--- src/rtl/tdm_demux_pkg.sv ---
// Shared types for the TDM demultiplexer slice: channel count, slot index and FSM state.
package tdm_demux_pkg;

  localparam int NUM_CH = 4;

  typedef logic [1:0] slot_t;

  typedef enum logic [0:0] {
    HUNT = 1'b0,
    RUN  = 1'b1
  } demux_state_t;

endpackage

--- src/rtl/tdm_demux4_if.sv ---
// Serial-in / four-channel-out bundle for tdm_demux4.
// The sync_err signal exists only when TDM_DEMUX_SYNC_CHECK_EN is defined.
interface tdm_demux4_if #(
  parameter int WIDTH = 2
);
  logic             in_valid;
  logic             in_sync;
  logic [WIDTH-1:0] in_data;
  logic [WIDTH-1:0] y0;
  logic [WIDTH-1:0] y1;
  logic [WIDTH-1:0] y2;
  logic [WIDTH-1:0] y3;
  logic [3:0]       ch_valid;
  logic             frame_done;
  logic             locked;
`ifdef TDM_DEMUX_SYNC_CHECK_EN
  logic             sync_err;

  modport master (
    output in_valid, in_sync, in_data,
    input  y0, y1, y2, y3, ch_valid, frame_done, locked, sync_err
  );
  modport slave (
    input  in_valid, in_sync, in_data,
    output y0, y1, y2, y3, ch_valid, frame_done, locked, sync_err
  );
`else
  modport master (
    output in_valid, in_sync, in_data,
    input  y0, y1, y2, y3, ch_valid, frame_done, locked
  );
  modport slave (
    input  in_valid, in_sync, in_data,
    output y0, y1, y2, y3, ch_valid, frame_done, locked
  );
`endif
endinterface

--- src/rtl/tdm_demux4_slot_ctr.sv ---
// Two-bit slot counter: sync loads 1 (the word after slot 0), data words advance it mod 4.
module tdm_slot_ctr
  import tdm_demux_pkg::*;
(
  input  logic  clk,
  input  logic  rst_n,
  input  logic  inc,
  input  logic  load_one,
  output slot_t slot,
  output logic  wrap
);

  always_ff @(posedge clk or negedge rst_n) begin
    if (!rst_n) begin
      slot <= '0;
    end else if (load_one) begin
      slot <= slot_t'(1);
    end else if (inc) begin
      slot <= slot + slot_t'(1);
    end
  end

  // A load always lands on slot 1, so it can never complete a frame.
  assign wrap = inc && !load_one && (slot == slot_t'(NUM_CH - 1));

endmodule

--- src/rtl/tdm_demux4.sv ---
// Registered 1-to-4 TDM demultiplexer with sync-based slot alignment.
// Define TDM_DEMUX_SYNC_CHECK_EN to add the sync_err pulse on early sync.
//
// state | meaning
// HUNT  | waiting for a sync word; non-sync words are dropped
// RUN   | aligned; words routed by slot counter, sync realigns to slot 0
module tdm_demux4
  import tdm_demux_pkg::*;
#(
  parameter int WIDTH = 2
) (
  input  logic         clk,
  input  logic         rst_n,
  tdm_demux4_if.slave  bus
);

  localparam logic [0:0] ST_HUNT = 1'(HUNT);
  localparam logic [0:0] ST_RUN  = 1'(RUN);

  logic [0:0]       state;
  slot_t            slot;
  logic             wrap;
  logic             take_sync;
  logic             take_data;
  logic             wr_en;
  slot_t            wr_idx;
  logic [WIDTH-1:0] y_q [NUM_CH];
  logic [NUM_CH-1:0] ch_valid_q;
  logic             frame_done_q;

  assign take_sync = bus.in_valid && bus.in_sync;
  assign take_data = bus.in_valid && !bus.in_sync && (state == ST_RUN);
  assign wr_en     = take_sync || take_data;
  assign wr_idx    = take_sync ? slot_t'(0) : slot;

  tdm_slot_ctr u_slot_ctr (
    .clk      (clk),
    .rst_n    (rst_n),
    .inc      (take_data),
    .load_one (take_sync),
    .slot     (slot),
    .wrap     (wrap)
  );

  always_ff @(posedge clk or negedge rst_n) begin
    if (!rst_n) begin
      state        <= ST_HUNT;
      ch_valid_q   <= '0;
      frame_done_q <= 1'b0;
      for (int k = 0; k < NUM_CH; k++) begin
        y_q[k] <= '0;
      end
    end else begin
      ch_valid_q   <= '0;
      frame_done_q <= wrap;
      if (take_sync) begin
        state <= ST_RUN;
      end
      if (wr_en) begin
        y_q[wr_idx]        <= bus.in_data;
        ch_valid_q[wr_idx] <= 1'b1;
      end
    end
  end

`ifdef TDM_DEMUX_SYNC_CHECK_EN
  logic sync_err_q;

  // A sync while aligned at slot 0 is the normal frame start, not an error.
  always_ff @(posedge clk or negedge rst_n) begin
    if (!rst_n) begin
      sync_err_q <= 1'b0;
    end else begin
      sync_err_q <= take_sync && (state == ST_RUN) && (slot != slot_t'(0));
    end
  end

  assign bus.sync_err = sync_err_q;
`endif

  assign bus.y0         = y_q[0];
  assign bus.y1         = y_q[1];
  assign bus.y2         = y_q[2];
  assign bus.y3         = y_q[3];
  assign bus.ch_valid   = ch_valid_q;
  assign bus.frame_done = frame_done_q;
  assign bus.locked     = (state == ST_RUN);

endmodule

--- src/flat_wrapper.sv ---
// flat-port wrapper written by rule: the top's interface ports become plain ports
module tdm_demux4_flat import tdm_demux_pkg::*;
#(
  parameter int WIDTH = 2
)
  (clk, rst_n, bus_in_valid, bus_in_sync, bus_in_data, bus_y0, bus_y1, bus_y2, bus_y3, bus_ch_valid, bus_frame_done, bus_locked);
  tdm_demux4_if #(.WIDTH(WIDTH)) bus_i ();
  input  logic clk;
  input  logic rst_n;
  input wire logic [$bits(bus_i.in_valid)-1:0] bus_in_valid;
  input wire logic [$bits(bus_i.in_sync)-1:0] bus_in_sync;
  input wire logic [$bits(bus_i.in_data)-1:0] bus_in_data;
  output wire logic [$bits(bus_i.y0)-1:0] bus_y0;
  output wire logic [$bits(bus_i.y1)-1:0] bus_y1;
  output wire logic [$bits(bus_i.y2)-1:0] bus_y2;
  output wire logic [$bits(bus_i.y3)-1:0] bus_y3;
  output wire logic [$bits(bus_i.ch_valid)-1:0] bus_ch_valid;
  output wire logic [$bits(bus_i.frame_done)-1:0] bus_frame_done;
  output wire logic [$bits(bus_i.locked)-1:0] bus_locked;
  assign bus_i.in_valid = bus_in_valid;
  assign bus_i.in_sync = bus_in_sync;
  assign bus_i.in_data = bus_in_data;
  assign bus_y0 = bus_i.y0;
  assign bus_y1 = bus_i.y1;
  assign bus_y2 = bus_i.y2;
  assign bus_y3 = bus_i.y3;
  assign bus_ch_valid = bus_i.ch_valid;
  assign bus_frame_done = bus_i.frame_done;
  assign bus_locked = bus_i.locked;
  tdm_demux4 #(.WIDTH(WIDTH)) u_core (.clk(clk), .rst_n(rst_n), .bus(bus_i));
endmodule
--- config.mk ---
export PLATFORM = sky130hd
export DESIGN_NAME = tdm_demux4_flat
export DESIGN_NICKNAME = d
export VERILOG_FILES = /design/src/rtl/tdm_demux_pkg.sv /design/src/rtl/tdm_demux4_if.sv /design/src/rtl/tdm_demux4_slot_ctr.sv /design/src/rtl/tdm_demux4.sv /design/src/flat_wrapper.sv
export SDC_FILE = /design/constraint.sdc
export NUM_CORES = 1
export LEC_CHECK = 0
export CAP_MARGIN = 20
export CORE_UTILIZATION = 40
export DETAILED_ROUTE_END_ITERATION = 16
export PLACE_DENSITY = 0.75
export SKIP_LAST_GASP = 1
export SLEW_MARGIN = 20
export SYNTH_ARGS = -nofsm -noshare
export SYNTH_HDL_FRONTEND = slang
export SYNTH_SLANG_ARGS = --single-unit
--- constraint.sdc ---
create_clock -name clk -period 1.9 [get_ports clk]
set_input_delay 0.38 -clock clk [delete_from_list [all_inputs] [get_ports clk]]
set_output_delay 0.38 -clock clk [all_outputs]
set_load 0.02 [all_outputs]
==> results.py, run 1 <==
metrics = {
    "drt": {
        "dr_total_vias": 382,
        "wire_per_inst_um": 12.6,
        "drcViolationCount": 0,
        "drtAntennaViolNets": 0,
        "drt-initial-drc-count": 0,
        "drt-pass1-iter-count": 1,
        "vias_per_cell": 4.96,
        "wl_um": 972,
    },
    "synth": {
        "yosys.cell_count.top_type": "dfrtp_1",
        "synth_area_um2": 629,
        "postSynth.asyncResetShare": 1.00,
        "synth_flop_cell": "dfrtp_1",
        "yosysTopAreaCell": "dfrtp_1",
        "synth_fp_nets": 45,
        "synth_edf_count": 0,
        "ys_warn_count": 0,
        "synthCells": 38,
        "synth_seq_cells": 16,
        "yosys.area.top_type_share": 0.636,
        "postSynthAreaPerCell_um2": 16.6,
        "synth.distinct_cells": 15,
        "ys_seq_area_frac": 0.636,
        "synth_commonest_cells": "dfrtp_1, mux2_2, mux2_4",
        "netlist_top_cells_area": "dfrtp_1, mux2_4, mux2_2, and3b_4, o31ai_4",
    },
    "finish": {
        "syn_to_final_growth_pct": 40.2,
        "final_cells": 77,
        "diodes": 0,
        "n_fill_cell": 104,
        "finalNetCount": 70,
        "multi_input_area_um2": 225,
        "utilization": 0.638,
        "drive_gt1_frac": 0.306,
        "area.sequential_um2": 400,
    },
    "cts": {
        "clkSinkCount": 16,
        "cts_made_buffers": 3,
        "clockRootBuffer": "clkbuf_4",
        "cts_setup_buffers": 0,
        "cts_tree": "done",
        "clk_pin_slew_worst_paths_ns": 0.09,
        "cts.repair.resized": 0,
        "clk_latency_ns": 0.29,
        "cts_hold_buf": 0,
        "cts.htree.levels": 1,
        "cts_buffer_depth": 2,
    },
    "global_route": {
        "grt_max_degree": 17,
        "antenna_found_initial": 0,
        "grt_first_pass_wirelength_um": 1730,
        "grtUsageTotal": 0.136,
        "grt_pass1_vias": 398,
        "grt-ovfl-total": 0,
    },
    "critical_path": {
        "cp_slowest_stage_delay_ns": 0.62,
        "reg2reg_slack_ns": 0.59,
        "required_ns": 1.52,
        "start_kind": "flop",
        "crit_family": "buffers and inverters",
        "cp_cell_sequence": "clkdlybuf4s50_1",
        "end_kind": "output pin",
        "path_buf_inv": 1,
        "crit_path_top_delay_cell": "clkdlybuf4s50_1",
        "rr_endpoint": "u_core.bus.y2[1]",
        "rr_startpoint": "u_core.bus.locked",
        "rr_worst_depth": 3,
        "path_max_fanout": 5,
        "cp_data_arrival_time_ns": 1.31,
        "crit_type": "flop to output pin",
    },
    "timing": {
        "finalHoldViolations": 0,
        "finalSetupViolations": 0,
        "min_period_over_period": 0.890,
        "rsz0062_at_grt": "false",
        "slew_headroom": 0.830,
        "fin_hold_ws_ns": 0.395,
        "fin_skew_ns": 0.00744,
        "worst_slew_pin_slew_ns": 0.255,
        "max_freq_mhz": 591,
        "slew_violations": 0,
        "period_minus_slack_ns": 1.69,
        "setup_tns_ns": 0,
        "worst_slack_ns": 0.209,
    },
    "place": {
        "port_buffers": 19,
        "dp.cells": 73,
        "pre_cts_ws_ns": 0.104,
        "globalplace.congestion": 0.663,
    },
    "pwr": {
        "swShare": 0.291,
        "power_leakage_uw": 0.000399,
        "internal-power_uw": 749,
        "pwr-share-clk": 0.208,
        "seq_power_share": 0.441,
        "combPwrFrac": 0.351,
        "ir_drop_v": 0.000440,
        "p_per_area_nw_per_um2": 1200,
        "p_switching_uw": 308,
    },
    "floorplan": {
        "pin_count": 20,
        "start_util": 0.455,
        "fp.dieH_um": 41.7,
        "num_rows": 13,
        "die_area_um2": 1740,
        "die_x_um": 41.7,
        "core-area_um2": 1380,
    },
    "hold_path": {
        "hold_path.class": "input port to async pin",
    },
    "run": {
        "drv_cap": 0,
    },
    "outcome": {
        "status": "finished, final reports clean",
    },
}
==> cell usage in the layout (no fill, tap or decap) <==
cell	netlist	routed
clkdlybuf4s50_1	0	19
dfrtp_1	16	16
mux2_4	4	4
mux2_2	4	4
clkbuf_4	0	3
nand2_1	2	2
and3b_4	2	2
and3b_2	1	1
nand3_1	1	1
inv_1	1	1
o31ai_4	1	1
and2_2	1	1
nand2b_1	1	1
o21ai_0	1	1
mux2i_1	1	1
a22o_2	1	1
ha_1	1	1
clkbuf_8	0	1
buf_4	0	1
==> layout make-up <==
type                    count  area share
clock buffers               4      0.0411
inverters                   1     0.00426
multi-input cells          21       0.255
flip-flops and latches     16       0.454
well taps                  15      0.0213
repair buffers             20       0.224
==> how the worst max path moves through the flow <==
stage | from | cells after the start | endpoint | slack, ns
finish | u_core.bus.locked | 1 | bus_locked | 0.21
global route | u_core.bus.locked | 1 | bus_locked | 0.14
CTS | u_core.bus.locked | 1 | bus_locked | 0.18
detailed placement | bus_in_valid | 4 | u_core.bus.y2[1] | 0.10
global placement | bus_in_valid | 4 | u_core.bus.y1[0] | 0.13
floorplan | u_core.bus.locked | 3 | u_core.bus.y1[0] | 0.55
==> metal layers <==
layer	global-route usage	share of wire
met5	0	0
met3	0.0348	0.073
met1	0.167	0.45
met4	0.0968	0.030
met2	0.206	0.44
==> power by group through the flow <==
stage | Clock (µW) | Combinational [µW] | Sequential (µW)
finish | 219 | 371 | 466
global route | 246 | 392 | 479
CTS | 230 | 376 | 467
detailed placement | 0 | 374 | 474
global placement | 0 | 371 | 471
floorplan | 0 | 106 | 559
==> cells by family (layout without fill, tap and decap cells) <==
logic type	after synthesis	in the layout	share of synthesized area
AO/OA/AOI/OAI	3	3	0.0576
adder cells (fa/ha/maj)	1	1	0.0199
AND/OR/NAND/NOR	8	8	0.0974
multiplexers	9	9	0.183
flip-flops	16	16	0.636
buffers and inverters	1	25	0.00596
==> stage by stage <==
stage | area (µm²) | power [µW]
global placement | 846 | 843
CTS | 882 | 1070
global route | 882 | 1120
floorplan | 629 | 665
detailed placement | 846 | 848
finish | 882 | 1060
==> flip-flops by register name, summed over array words and instances (netlist names) <==
signal and count:
u_core.bus.y1 2, u_core.bus.ch_valid 4, u_core.bus.locked 1, u_core.bus.y0 2, u_core.bus.frame_done 1, u_core.bus.y2 2, u_core.u_slot_ctr.slot 2, u_core.bus.y3 2
No activity file was read; power rests on OpenSTA's default activity.
==> run 2: changes to the inputs <==
--- a/config.mk
+++ b/config.mk
@@ -8,6 +8,7 @@
 export CAP_MARGIN = 20
 export CORE_UTILIZATION = 40
 export DETAILED_ROUTE_END_ITERATION = 16
+export GPL_TIMING_DRIVEN = 0
 export PLACE_DENSITY = 0.75
 export SKIP_LAST_GASP = 1
 export SLEW_MARGIN = 20
==> run 2 against run 1 <==
Against the previous run: total power is 0.57% lower; non-clock buffer count is 1 lower; final area fell by 0.85%; setup slack better by 0.014 ns; global-route usage down 0.39 points; sequential cell count is the same; clock power shrank 2%; die area is the same; sequential share of layout area grew 0.39 points; sequential power hardly changed; largest power group unchanged; register-to-register slack hardly changed.
==> results.py, run 2 (same netlist as run 1, synthesis figures left out) <==
metrics = {
    "outcome": {
        "status": "finished, final reports clean",
    },
    "finish": {
        "n_fill_cell": 103,
        "finalNetCount": 69,
        "syn_to_final_growth_pct": 39.0,
        "utilization": 0.633,
        "diodes": 0,
        "layout_common_cells": "clkdlybuf4s50_1, dfrtp_1, mux2_4, mux2_2, clkbuf_4",
        "drive_gt1_frac": 0.295,
        "largest_register_ff_count": 4,
        "final_common_cell": "clkdlybuf4s50_1",
    },
    "critical_path": {
        "crit_type": "flop to output pin",
        "end_kind": "output pin",
        "cp_data_arrival_time_ns": 1.30,
        "path_buf_inv": 1,
        "start_kind": "flop",
        "cp_cell_sequence": "clkdlybuf4s50_1",
        "crit_family": "buffers and inverters",
        "crit_path_top_delay_cell": "clkdlybuf4s50_1",
        "required_ns": 1.52,
        "cp_slowest_stage_delay_ns": 0.62,
        "path_max_fanout": 5,
    },
    "global_route": {
        "grt-ovfl-total": 0,
        "grt_first_pass_wirelength_um": 1720,
        "antenna_found_initial": 0,
        "grt_pass1_vias": 370,
        "grtUsageTotal": 0.132,
        "grt_max_degree": 17,
    },
    "pwr": {
        "power_leakage_uw": 0.000394,
        "finalPower_uw": 1050,
        "seq_power_share": 0.443,
        "pwr-share-clk": 0.204,
        "p_switching_uw": 303,
        "p_per_area_nw_per_um2": 1200,
        "internal-power_uw": 747,
        "ir_drop_v": 0.000550,
        "combPwrFrac": 0.353,
        "swShare": 0.289,
    },
    "timing": {
        "max_freq_mhz": 596,
        "finalSetupViolations": 0,
        "period_minus_slack_ns": 1.68,
        "fin_skew_ns": 0.00375,
        "worst_slew_pin_slew_ns": 0.704,
        "slew_headroom": 0.530,
        "rsz0062_at_grt": "false",
        "min_period_over_period": 0.883,
        "slew_violations": 0,
        "finalHoldViolations": 0,
        "setup_tns_ns": 0,
    },
    "floorplan": {
        "start_util": 0.455,
        "num_rows": 13,
        "fp.dieH_um": 41.7,
        "pin_count": 20,
        "core-area_um2": 1380,
        "die_x_um": 41.7,
        "die_area_um2": 1740,
    },
    "cts": {
        "clkSinkCount": 16,
        "cts_hold_buf": 0,
        "cts_made_buffers": 3,
        "cts.repair.resized": 0,
        "cts_tree": "done",
        "clk_pin_slew_worst_paths_ns": 0.09,
        "clk_latency_ns": 0.28,
        "cts.htree.levels": 1,
        "cts_setup_buffers": 0,
        "cts_buffer_depth": 2,
        "clockRootBuffer": "clkbuf_4",
    },
    "drt": {
        "wl_um": 983,
        "drt-pass1-iter-count": 2,
        "drt-initial-drc-count": 1,
        "vias_per_cell": 4.95,
        "dr_total_vias": 376,
        "wire_per_inst_um": 12.9,
        "drcViolationCount": 0,
        "drtAntennaViolNets": 0,
    },
    "place": {
        "port_buffers": 19,
        "globalplace.congestion": 0.648,
    },
    "run": {
        "drv_cap": 0,
    },
    "hold_path": {
        "hold_path.class": "flop to flop",
    },
}
==> run 2: layer usage <==
layer | global-route usage | routed length, µm | vias up
met5 | 0 | 0 | -
met2 | 0.184 | 444 | 14
met1 | 0.186 | 469 | 179
li1 | - | - | 181
met3 | 0.0304 | 61 | 2
met4 | 0.0774 | 7 | 0
==> run 2: path summary, 6_finish.rpt <==
path	startpoint	endpoint	slack (ns)	cells after the start
max	u_core.bus.locked	bus_locked	0.22	1
min	u_core.bus.y3[0]	u_core.bus.y3[0]	0.51	1
max reg2reg	u_core.bus.locked	u_core.bus.y2[1]	0.59	3
min reg2reg	u_core.bus.y3[0]	u_core.bus.y3[0]	0.51	1
max in group asynchronous	rst_n	u_core.u_slot_ctr.slot[1]	0.94	1
min in group asynchronous	rst_n	u_core.bus.y1[1]	0.52	1
==> run 2: cell type report <==
type | count | area [µm²] | share of cell area
Tap cell | 15 | 18.8 | 0.0215
Multi-Input combinational cell | 21 | 225 | 0.258
Sequential cell | 16 | 400 | 0.458
Inverter | 1 | 3.75 | 0.00429
Timing Repair Buffer | 19 | 190 | 0.217
Clock buffer | 4 | 36.3 | 0.0415
==> run 2: power groups by stage <==
| stage | clock network, µW | logic [µW] | registers, µW |
|---|---|---|---|
| after floorplan | 0 | 106 | 559 |
| after global placement | 0 | 369 | 471 |
| after detailed placement | 0 | 374 | 474 |
| after CTS | 224 | 376 | 467 |
| after global routing | 239 | 391 | 479 |
| final | 215 | 370 | 465 |
==> run 2: stage by stage <==
stage	hold slack [ns]	cell area (µm²)	worst slack, ns	cells
floorplan	0.0844	629	0.548	38
finish	0.510	875	0.223	76
global route	0.540	875	0.169	76
CTS	0.515	875	0.209	76
detailed placement	0.493	838	0.0991	72
global placement	0.490	838	0.117	72
==> run 3: changes to the inputs <==
--- a/config.mk
+++ b/config.mk
@@ -7,9 +7,10 @@
 export LEC_CHECK = 0
 export CAP_MARGIN = 20
 export CORE_UTILIZATION = 40
+export CTS_BUF_LIST = sky130_fd_sc_hd__clkbuf_8
 export DETAILED_ROUTE_END_ITERATION = 16
 export GPL_TIMING_DRIVEN = 0
-export PLACE_DENSITY = 0.75
+export PLACE_DENSITY = 0.68
 export SKIP_LAST_GASP = 1
 export SLEW_MARGIN = 20
 export SYNTH_ARGS = -nofsm -noshare
==> run 3 against run 2 <==
Against the previous run: via count up 2.4%; register-to-register slack barely moved; total power rose by 7.7%; largest cell class unchanged; largest power group unchanged.
==> results.py, run 3 (same netlist as run 1, synthesis figures left out) <==
metrics = {
    "outcome": {
        "status": "finished, final reports clean",
    },
    "floorplan": {
        "fp.dieH_um": 41.7,
        "start_util": 0.455,
        "die_x_um": 41.7,
        "core-area_um2": 1380,
        "num_rows": 13,
        "die_area_um2": 1740,
        "pin_count": 20,
    },
    "timing": {
        "slew_violations": 0,
        "fin_hold_ws_ns": 0.507,
        "fin_skew_ns": 0.00474,
        "setup_tns_ns": 0,
        "finalSetupViolations": 0,
        "rsz0062_at_grt": "false",
        "finalHoldViolations": 0,
        "min_period_over_period": 0.871,
        "max_freq_mhz": 604,
        "worst_slew_pin_slew_ns": 0.679,
        "slew_headroom": 0.546,
        "period_minus_slack_ns": 1.66,
        "worst_slack_ns": 0.244,
    },
    "drt": {
        "drcViolationCount": 0,
        "drt-initial-drc-count": 5,
        "dr_total_vias": 385,
        "wl_um": 1160,
        "drt-pass1-iter-count": 3,
        "drtAntennaViolNets": 0,
        "vias_per_cell": 5.07,
        "wire_per_inst_um": 15.2,
    },
    "critical_path": {
        "rr_worst_depth": 3,
        "required_ns": 1.52,
        "path_max_fanout": 5,
        "reg2reg_slack_ns": 0.59,
        "start_kind": "flop",
        "cp_slowest_stage_delay_ns": 0.63,
        "cp_cell_sequence": "clkdlybuf4s50_1",
        "cp_data_arrival_time_ns": 1.28,
        "crit_path_top_delay_cell": "clkdlybuf4s50_1",
        "path_buf_inv": 1,
        "rr_endpoint": "u_core.bus.y1[0]",
        "end_kind": "output pin",
        "crit_family": "buffers and inverters",
        "rr_startpoint": "u_core.bus.locked",
        "path_depth": 1,
        "crit_type": "flop to output pin",
    },
    "global_route": {
        "antenna_found_initial": 0,
        "grt_max_degree": 17,
        "grt_first_pass_wirelength_um": 2090,
        "grtUsageTotal": 0.165,
        "grt-ovfl-total": 0,
        "grt_pass1_vias": 433,
    },
    "hold_path": {
        "hold_end": "u_core.bus.y3[0]",
        "hold_depth": 1,
        "hold_path.class": "flop to flop",
        "hp-start": "u_core.bus.y3[0]",
    },
    "place": {
        "globalplace.congestion": 0.705,
        "pre_cts_ws_ns": 0.0911,
        "port_buffers": 19,
        "dp_hpwl_um": 881,
    },
    "cts": {
        "clockRootBuffer": "clkbuf_8",
        "clk_pin_slew_worst_paths_ns": 0.06,
        "cts_tree": "done",
        "cts_made_buffers": 3,
        "cts_hold_buf": 0,
        "cts_buffer_depth": 2,
        "clk_latency_ns": 0.24,
        "cts.repair.resized": 0,
        "clkSinkCount": 16,
        "cts.htree.levels": 1,
        "cts_setup_buffers": 0,
    },
    "finish": {
        "drive_gt1_frac": 0.295,
        "diodes": 0,
        "area.sequential_um2": 400,
        "n_fill_cell": 103,
        "syn_to_final_growth_pct": 41.9,
        "finalNetCount": 69,
        "final_common_cell": "clkdlybuf4s50_1",
        "largest_register_ff_count": 4,
        "layout_common_cells": "clkdlybuf4s50_1, dfrtp_1, mux2_4, mux2_2, clkbuf_8",
        "multi_input_area_um2": 225,
    },
    "run": {
        "drv_cap": 0,
    },
    "pwr": {
        "p_per_area_nw_per_um2": 1270,
        "power_leakage_uw": 0.000402,
        "finalPower_uw": 1130,
        "ir_drop_v": 0.000593,
    },
}
==> run 3: cell counts in the layout (fill, tap and decap cells not counted) <==
No cell type changed its count.
==> run 3: worst max-delay path by stage <==
stage                                  from               end  slack, ns
final                     u_core.bus.locked        bus_locked       0.24
after global routing      u_core.bus.locked        bus_locked       0.19
after CTS                 u_core.bus.locked        bus_locked       0.25
after detailed placement       bus_in_valid  u_core.bus.y1[0]       0.09
after global placement         bus_in_valid  u_core.bus.y1[0]       0.13
after floorplan           u_core.bus.locked  u_core.bus.y1[0]       0.55
==> run 3: metrics by stage <==
step           area (µm²)  std cells  utilization
4_1_cts               893         76        0.646
6_report              893         76        0.646
3_3_place_gp          838         72        0.606
2_1_floorplan         629         38            -
3_5_place_dp          838         72        0.606
5_1_grt               893         76        0.646
==> run 3: metal layers <==
metal  up-vias  global-route usage  part of all wire
li1        178                   -                 -
met1       189               0.200              0.41
met2        16               0.272              0.53
met3         2              0.0435             0.051
met4         0              0.0774            0.0095
met5         -                   0                 0
==> run 3: area by class of cell <==
cell class | count | area share
Sequential cell | 16 | 0.448
Inverter | 1 | 0.00420
Tap cell | 15 | 0.0210
Timing Repair Buffer | 19 | 0.213
Clock buffer | 4 | 0.0616
Multi-Input combinational cell | 21 | 0.252
==> run 3: where the power goes <==
part	total [µW]	internal (µW)	switching [µW]	leakage, µW
registers	468	418	50.0	0.000196
clock network	291	183	108	0.0000288
logic	371	213	158	0.000177
total	1130	815	316	0.000402
==> RTL change: new RTL, settings of run 2 <==
`WIDTH` is set to 2 in 3 places; all go to 4.
--- a/src/rtl/tdm_demux4_if.sv
+++ b/src/rtl/tdm_demux4_if.sv
@@ -3,3 +3,3 @@
 interface tdm_demux4_if #(
-  parameter int WIDTH = 2
+  parameter int WIDTH = 4
 );
--- a/src/rtl/tdm_demux4.sv
+++ b/src/rtl/tdm_demux4.sv
@@ -9,3 +9,3 @@
 #(
-  parameter int WIDTH = 2
+  parameter int WIDTH = 4
 ) (
--- a/src/flat_wrapper.sv
+++ b/src/flat_wrapper.sv
@@ -3,3 +3,3 @@
 #(
-  parameter int WIDTH = 2
+  parameter int WIDTH = 4
 )
Interface: changed (5 resized); port bits go from 20 to 30. The function was not compared with the original's and may differ.
==> RTL change against run 2 <==
- count of clock-buffer cells in the layout fell by 1
- total power up 56%
- critical path depth unchanged
- design area increased by 48%
- clock skew down 2.8 ps
- register-to-register slack lost 100 ps
- routed wire length rose by 73%
- worst setup slack lost 37 ps
- area after synthesis grew 51%
- sequential cell count rose by 8
- largest power group unchanged
- critical endpoint unchanged
- maximum frequency decreased by 2.2%
- sequential power grew 58%
- highest routed layer unchanged
==> RTL change: results <==
cells_and_area:
  fin_nets: 99
  clock_area_share_pct: 1.742
  areaGrowthSynthToFinish_pct: 36.10
  drive_gt1_share_pct: 29.55
  layout.nonclk_buf_share_pct: 23.81
  multi_input_area_um2: 322.8
  seq_area_share_pct: 46.47
  nNonClkBuffers: 31
  fillCellCount: 199
  utilization_pct: 57.87
  multi_input_cells: 29
power_and_ir_drop:
  power_density_nw_per_um2: 1266
  power_leakage_nw: 0.5849
  p_seq_share_pct: 45.0
  intPower_w: 0.001117
  ir_worst_vdd_mv: 0.6761
  p_total_w: 0.001637
detailed_routing:
  drt_pass1_iterations: 3
  via_per_inst: 4.776
  wl_mm: 1.700
  wire_per_inst_um: 14.66
run_status:
  status: "finished, final reports clean"
clock_network:
  clkLatencyLatePin_ps: 310
  htree_levels: 1
  post_cts_buffers: 0
  cts.reportedPaths.clkPinSlew_ps: 110
  cts.sinks: 24
placement:
  place_inst: 113
  place_congestion: 0.6926
  dp_worst_setup_slack_ps: 24.21
  numPortBuffers: 29
critical_path:
  rrSetupSlack_ps: 490
  arrival_ps: 1330
  r2r-end: "u_core.bus.y3[0]$_DFFE_PN0P_"
sta:
  tightest_slew_ps: 518.9
  fin_hold_ws_ps: 26.71
  fin_skew_ps: 0.9499
  layout_setup_ws_ps: 186.0
yosys:
  postSynthAreaPerCell_um2: 16.96
  ys_types: 16
  synth.area.top_cells: "dfrtp_1 63%, mux2_4 13%, mux2_2 9.5%, buf_6 2.4%, o31ai_4 2.2%"
  seq_area_frac_synth_pct: 63.24
  synthTopCellsByCount: "24 x dfrtp_1, 8 x mux2_2, 8 x mux2_4"
  synth_fp_nets: 65
global_routing:
  grtUsageTotal_pct: 15.72
  grt_pass1_vias: 545
  grt_max_degree: 25
  grt_pass1_wl_mm: 2.718
worst_hold_path:
  hold_path_class: "input port to async pin"
## RTL change: changes by cell type after synthesis
cell | before | now
buf_6 | 0 | 2
dfrtp_1 | 16 | 24
and3b_4 | 2 | 0
mux2_2 | 4 | 8
and3b_1 | 0 | 2
mux2_4 | 4 | 8
## RTL change: logic make-up (layout without fill, tap and decap cells)
| group | Yosys count | after routing | synth area share [%] |
|---|---|---|---|
| mux | 17 | 17 | 23.19 |
| fa+ha+maj | 1 | 1 | 1.317 |
| compound gates | 3 | 3 | 3.820 |
| buf+inv | 3 | 35 | 2.766 |
| simple gates | 8 | 8 | 5.666 |
| flops | 24 | 24 | 63.24 |
## RTL change: layer usage
layer / up-vias / track usage [%] / share of wire, %
met5: - / 0 / 0
met4: 0 / 8.333 / 2.3
met3: 4 / 5.758 / 4.9
met2: 15 / 24.00 / 52
met1: 274 / 19.29 / 41
li1: 261 / - / -
